File: config.mk
export PLATFORM = sky130hd
export DESIGN_NAME = tube_readout
export DESIGN_NICKNAME = d
export VERILOG_FILES = /design/src/rtl/tube_pkg.sv /design/src/rtl/tube_fifo.sv /design/src/rtl/tube_readout.sv
export SDC_FILE = /design/constraint.sdc
export NUM_CORES = 1
export LEC_CHECK = 0
export CORE_AREA = 2 2 363 275
export DETAILED_ROUTE_END_ITERATION = 8
export DIE_AREA = 0 0 365 277
export PLACE_DENSITY = 0.66
export SLEW_MARGIN = 15
export SYNTH_ARGS = -nofsm -noshare
export SYNTH_HDL_FRONTEND = slang
export SYNTH_SLANG_ARGS = --single-unit
File: constraint.sdc
create_clock -name clk100 -period 12.1 [get_ports clk100]
set_clock_uncertainty 0.1 [all_clocks]
set_input_delay 1.815 -clock clk100 [delete_from_list [all_inputs] [get_ports clk100]]
set_output_delay 1.815 -clock clk100 [all_outputs]
set_load 0.02 [all_outputs]
File: src/rtl/tube_pkg.sv
// tube_pkg: shared constants, FSM encoding and word packing for the drift-tube readout.
package tube_pkg;
    localparam int N_TUBES = 32;
    localparam int TIME_W = 8;
    localparam logic [7:0] END_MARK = 8'hFF;
    localparam int WORD_W = 16;

    typedef enum logic [1:0] {IDLE, WINDOW, SCAN, MARK} state_t;

    function automatic logic [WORD_W-1:0] pack_word(logic [7:0] hi, logic [7:0] lo);
        return {hi, lo};
    endfunction
endpackage

File: src/rtl/tube_fifo.sv
// tube_fifo: synchronous count-based FIFO with a registered, held read port.
module tube_fifo #(
    parameter int DEPTH = 64,
    parameter int W = 16
) (
    input  logic         clk100,
    input  logic         rst,
    input  logic         wr_en,
    input  logic [W-1:0] wr_data,
    input  logic         rd_en,
    output logic [W-1:0] rd_data,
    output logic         rd_valid,
    output logic         empty,
    output logic         full
);
    localparam int AW = $clog2(DEPTH);
    localparam int CW = AW + 1;

    logic [W-1:0] mem [DEPTH];
    logic [AW-1:0] wp, rp;
    logic [CW-1:0] count;
    logic push, pop;

    assign empty = count == '0;
    assign full = count == CW'(DEPTH);
    // Both decisions use the count at the start of the cycle, so a pop never makes room for a same-cycle push.
    assign push = wr_en && !full;
    assign pop = rd_en && !empty;

    always_ff @(posedge clk100) begin
        if (push) mem[wp] <= wr_data;
    end

    always_ff @(posedge clk100) begin
        if (rst) begin
            wp <= '0;
            rp <= '0;
            count <= '0;
            rd_data <= '0;
            rd_valid <= 1'b0;
        end else begin
            if (push) wp <= wp + AW'(1);
            if (pop) begin
                rp <= rp + AW'(1);
                rd_data <= mem[rp];
            end
            rd_valid <= pop;
            count <= count + CW'(push) - CW'(pop);
        end
    end
endmodule

File: src/rtl/tube_readout.sv
// tube_readout: trigger-windowed first-hit capture of 32 tube drift times, serialised into a readout FIFO.
module tube_readout
    import tube_pkg::*;
#(
    parameter int WINDOW_CYCLES = 100,
    parameter int FIFO_DEPTH = 64
) (
    input  logic                      clk100,
    input  logic                      rst,
    input  logic                      SCIN_COIN,
    input  logic [N_TUBES-1:0]        hit_stb,
    input  logic [N_TUBES*TIME_W-1:0] tube_time,
    input  logic                      RD_EN,
    output logic [7:0]                OTUBEN,
    output logic [7:0]                OTUBER,
    output logic                      RD_EMPTY,
    output logic                      RD_VALID,
    output logic                      OVF
);
    localparam int CNT_W = $clog2(WINDOW_CYCLES + 1);

    state_t state, next;
    logic [N_TUBES-1:0] flags;
    logic [TIME_W-1:0] times [N_TUBES];
    logic [CNT_W-1:0] win_cnt;
    logic [4:0] scan_idx;
    logic [7:0] event_count;
    logic wr_en, full, win_done;
    logic [WORD_W-1:0] wr_data, rd_data;

    assign win_done = win_cnt == CNT_W'(WINDOW_CYCLES - 1);

    always_ff @(posedge clk100) begin
        if (rst) state <= IDLE;
        else state <= next;
    end

    always_comb begin
        next = state;
        wr_en = 1'b0;
        wr_data = pack_word(8'(scan_idx), times[scan_idx]);
        case (state)
            IDLE: next = SCIN_COIN ? WINDOW : IDLE;
            WINDOW: next = win_done ? SCAN : WINDOW;
            SCAN: begin
                wr_en = flags[scan_idx];
                next = scan_idx == 5'(N_TUBES - 1) ? MARK : SCAN;
            end
            MARK: begin
                wr_en = 1'b1;
                wr_data = pack_word(END_MARK, event_count);
                next = IDLE;
            end
            default: next = IDLE;
        endcase
    end

    always_ff @(posedge clk100) begin
        if (rst) begin
            flags <= '0;
            win_cnt <= '0;
            scan_idx <= '0;
            event_count <= '0;
            OVF <= 1'b0;
        end else begin
            if (state == IDLE && SCIN_COIN) begin
                flags <= '0;
                win_cnt <= '0;
            end
            if (state == WINDOW) begin
                win_cnt <= win_cnt + CNT_W'(1);
                scan_idx <= '0;
                // First strobe per tube wins; later strobes see the flag already set.
                for (int i = 0; i < N_TUBES; i++)
                    if (hit_stb[i] && !flags[i]) begin
                        flags[i] <= 1'b1;
                        times[i] <= tube_time[i*TIME_W +: TIME_W];
                    end
            end
            if (state == SCAN) scan_idx <= scan_idx + 5'd1;
            if (state == MARK) event_count <= event_count + 8'd1;
            if (wr_en && full) OVF <= 1'b1;
        end
    end

    tube_fifo #(.DEPTH(FIFO_DEPTH), .W(WORD_W)) u_fifo (
        .clk100(clk100),
        .rst(rst),
        .wr_en(wr_en),
        .wr_data(wr_data),
        .rd_en(RD_EN),
        .rd_data(rd_data),
        .rd_valid(RD_VALID),
        .empty(RD_EMPTY),
        .full(full)
    );

    assign OTUBEN = rd_data[15:8];
    assign OTUBER = rd_data[7:0];
endmodule

# Word level (Yosys, flattened, before mapping)
# Memory sizes are Yosys's and may differ from the RTL's. A register that Yosys moved wholly into a read port is not among the register bits.
# Cells that the tools add are included.
# totals
reg_bits,75
latch_bits,0
mem_bits_rw,1280
romBits,0
out_inout_bits,19
word_cells,278
memories,2
# memory_table
memory,depth,word_bits,rd,rd_ports_with_merged_regs,write_ports,line,rtl
u_fifo.mem,64,16,1,1,1,tube_fifo.sv:19,logic [W-1:0] mem [DEPTH];
times,32,8,1,1,32,tube_readout.sv:24,logic [TIME_W-1:0] times [N_TUBES];
# op_classes
n_addsub,7
n_mul,0
div_mod_pow,0
n_lt_le_gt_ge,1
eq_ne,6
shift,0
muxes,178
bitwise_logic,0
reduce_logical,74
# ops
operator,count
2-to-1 mux 1 bit,165
2-to-1 mux 32 bit,2
logical AND 1 bit,36
zero test 1 bit,34
2-to-1 mux 5 bit,4
2-to-1 mux 16 bit,1
== test 7 bit (second input constant),2
2-to-1 mux 7 bit,2
adder 6 x 1 -> 6 bit (second input constant),2
adder 8 x 1 -> 8 bit (second input constant),1
one-hot mux 2 bit (4 select lines),1
adder 7 x 1 -> 7 bit,1
adder 7 x 1 -> 7 bit (second input constant),1
zero test 7 bit,1
subtractor 7 x 1 -> 7 bit,1
less-than comparator 5 x 6 -> 1 bit (second input constant),1
adder 5 x 1 -> 5 bit (second input constant),1
binary-select mux 1 bit (select 5 bit),1
== test 5 bit (second input constant),1
== test 2 bit (second input constant),2
nonzero test 2 bit,2
== test 2 x 1 -> 1 bit (second input constant),1
zero test 2 bit,1
2-to-1 mux 2 bit,1
one-hot mux 1 bit (2 select lines),1

# Logic depth before layout (Yosys ltp)
# logic_depth
word_depth,6
mapped_depth,17

# Hierarchy
# Synthesis repeated with hierarchy kept, for this count alone.
# unflattened
cells_unflattened,2864
area_unflattened_um2,53925.5
# by_module_without_submodules
mod,n_inst,cells_each,area_each_um2
tube_fifo,1,2086,41081.9
tube_readout,1,778,12843.6

# Least setup slack after synthesis
# No wires, ideal clock.
# synth_path
path_type,register to register
from,reg with a tool-made name
to,"mem u_fifo.mem[0][6], data pin"
t_arrival_ns,4.068
required_time_ns,11.298
slack_ns,7.230
stages_incl_launch_ff,7
path_buffers,2
cell_sequence,dfxtp_1 > clkbuf_1 > buf_2 > mux4_2 > mux4_2 > mux2i_1 > o21ai_0
# synth_lines
item,line
"end, declared",tube_fifo.sv:19

# Worst setup path in the final report
# layout_path
from,reg scan_idx[1]
to,reg u_fifo.count[6]
# layout_between
elab_chain_cells,6
# layout_lines
item,line,rtl
"start, declared",tube_readout.sv:26,logic [4:0] scan_idx;
"start signal, assigned",tube_readout.sv:80,if (state == SCAN) scan_idx <= scan_idx + 5'd1;
binary-select mux 1 bit (select 5 bit),tube_readout.sv:46,wr_en = flags[scan_idx];
2-to-1 mux 1 bit (implied by the code),tube_readout.sv:46,
one-hot mux 1 bit (2 select lines),tube_readout.sv:42,case (state)
logical AND 1 bit,tube_fifo.sv:27,assign push = wr_en && !full;
named net u_fifo.push,tube_fifo.sv:22,"logic push, pop;"
adder 7 x 1 -> 7 bit,tube_fifo.sv:48,count <= count + CW'(push) - CW'(pop);
subtractor 7 x 1 -> 7 bit,tube_fifo.sv:48,
"end signal, assigned",tube_fifo.sv:48,
"end, declared",tube_fifo.sv:21,logic [CW-1:0] count;
# The timed path passes the listed nets, and every way through them passes these cells. The select of a mux whose other input is x is not followed.
# A chain may end at the register's enable or synchronous reset.

==> metrics.txt <==
number of synthesized flops with an enable pin=1152; Pins Over Slew Limit=0; # Post-CTS Setup Buffers=0; gpl congestion=0.844; Core ar.=98100 sq um; CP Max Fanout=33; Crit path arrival time=5.41 ns; Post-Layout Cell Count=4127; Critical Path RT=12.60 ns; final period utilization=0.406; Sum Neg Setup Slack=0 ns; Placed Cells=3902; via count=24884; Most Crowded Layer GR=met2; FF-to-FF Start=scan_idx[1]$_SDFFE_PP0N_; vias in the first global route=25115; die area=101000 sq um; mean routed wirelength per cell=29.4 microns; GR Overflow Total=0; Final ANT Viol Nets=0; IO Port Bufs=310; CTS tree=done; initial antenna violation count=12; Post-Syn Instances=2307; Mapped Area=48400 sq um; Clock Pin Slew Worst Setup and Hold Paths=0.06 ns; FP Rows=100; Vias/cell=6.03; Distinct cells, synth=57; final hold slack=0.383 ns; Hold Violations, Final=0; detailed-placement wirelength estimate=79100 microns; Fmax achieved=203 MHz; Num CTS Buffers=116; H-tree depth=3; outcome=finished clean; Hold Buf Count CTS=0; YS warnings=0; Post-Place Setup Slack=7.10 ns; main flop type after synthesis=edfxtp_1; Crit. Startpoint=scan_idx[1]$_SDFFE_PP0N_; worst hold path class=reg2reg; drt first pass iters=5; Nets=3007; Layout area overhead=19.4%; Die Y=277 microns; critical path type=reg2reg; Tmin final=4.92 ns; remaining routing DRC violations=0; GR Util met3=0.0512; die boundary width=365 microns; first-pass GRT wire length=176000 microns; Seq/Total Area, Yosys=0.754; crit path capture type=flop; worst slew pin tran=1.14 ns; GR Util met2=0.368; average size of a mapped cell=21.0 sq um; clock sinks=1246; PwrDens=167 nW/um^2; Rel. slew slack=0.239; hold path start=flags[6]$_SDFF_PP0_; pin count of the biggest net entering global routing=94; clk buf depth=3; Max VDD drop=0.116 mV; Global Route met1 Usage=0.367; Setup Viol. Count Final=0; initial DRC count=3002; GRT Overall Usage=0.242; Setup WS post-layout=7.18 ns; Worst-Skew Late Latency=0.71 ns; Post-synth ARST share=0; worst reg-to-reg path cell count=16; Synthesized Nets=2620; max_cap viols=0; P_leak=18.5 nW; fraction of layout cells with a size suffix above 1=0.248; Starting Density=0.493; Setup crit start kind=flop; most frequent cells in the layout=1152 x edfxtp_1, 322 x mux4_2, 309 x clkdlybuf4s50_1; final wirelength=121000 microns; post-CTS sizing=0; commonest non-fill, non-tap cell in the layout=edfxtp_1; Clk Tree Root Cell=clkbuf_16; Hold Crit Depth=1; io pins=311; RSZ-0062 raised after global routing=false; Seq cells post-synth=1246
==> where the power goes <==
part | switching, mW | internal, mW
combinational | 0.553 | 0.588
sequential | 0.0719 | 4.70
clock | 1.59 | 2.14
==> critical path, stage by stage, from the launching register on <==
cell       delay (ns)
dfxtp_1          0.79
mux4_2           0.58
a2bb2oi_1        0.14
a211oi_1         0.59
nor3_2           0.17
nand2_2          0.10
buf_4            0.54
inv_1            0.21
ha_1             0.28
inv_1            0.08
fa_1             0.21
nand2b_1         0.12
a21oi_1          0.08
o21ai_0          0.21
a21oi_1          0.11
or3_1            0.35
a21oi_1          0.14
==> metrics by stage <==
| stage | cell area (sq um) | total power [mW] | utilization |
|---|---|---|---|
| after floorplan | 48400 | 5.62 | - |
| after global placement | 53700 | 6.00 | 0.547 |
| after detailed placement | 53800 | 6.01 | 0.548 |
| after CTS | 57700 | 9.70 | 0.588 |
| after global routing | 57800 | 9.94 | 0.589 |
| final | 57800 | 9.65 | 0.589 |
==> final cells by class <==
class	count	area [sq um]
diodes	9	22.5
clock buffers	137	3000
clock inverters	79	881
fillers	7021	40300
inverters	21	78.8
multi-input cells	901	11800
flip-flops and latches	1246	36500
well taps	1326	1660
repair buffers	408	3830
==> path summary, 6_finish.rpt <==
kind | endpoint | slack [ns]
max reg2reg | u_fifo.count[6]$_SDFF_PP0_ | 7.18
min | flags[6]$_SDFF_PP0_ | 0.38
min reg2reg | flags[6]$_SDFF_PP0_ | 0.38
max | u_fifo.count[6]$_SDFF_PP0_ | 7.18
==> metal layers <==
metal  share of wire  up-vias
li1                -    10399
met1            0.42    13174
met2            0.47     1165
met3           0.090      142
met4           0.018        4
met5         0.00022        -
==> logic make-up (layout without fill, tap and decap cells) <==
group,count (synthesis),count (layout),share of synthesized area
XOR/XNOR,14,14,0.00253
AO/OA/AOI/OAI,182,182,0.0246
other,0,9,0
AND/OR/NAND/NOR,284,284,0.0317
flip-flops,1246,1246,0.754
adder cells (fa/ha/maj),21,21,0.00559
buffers and inverters,160,645,0.0157
multiplexers,400,400,0.166
==> state kept, by name (all words and copies together) (netlist names), named ones only <==
signal and flops:
state 1, u_fifo.mem 896, scan_idx 5, win_cnt 7
flags 32, OVF 1, times 256, u_fifo.rd_valid 1
u_fifo.count 7, u_fifo.wp 6, u_fifo.rp 6, event_count 8
u_fifo.rd_data 14
==> synth_stat cells (4+ instances only) <==
cell type	number	area share
edfxtp_1	1152	0.71
dfxtp_1	94	0.039
nand2_1	55	0.0043
nand3_1	9	0.00093
clkbuf_1	59	0.0046
buf_1	13	0.0010
nand2b_1	22	0.0028
mux2i_1	76	0.016
inv_1	20	0.0016
a21oi_1	56	0.0058
or3_1	9	0.0012
o21ai_0	21	0.0022
a22oi_1	36	0.0056
nor3b_1	35	0.0054
and3_1	4	0.00052
a21o_1	33	0.0051
o22ai_1	4	0.00052
ha_1	20	0.0052
or2_2	11	0.0014
mux4_2	322	0.15
buf_2	48	0.0050
buf_6	8	0.0019
xor2_1	7	0.0013
o22a_1	10	0.0018
xnor2_1	7	0.0013
nor4_1	7	0.00090
nor2_1	32	0.0025
buf_4	11	0.0017
nand4_1	17	0.0022
nor3_1	68	0.0070
nand3b_1	4	0.00062
Power figures use the tool's default switching activity.
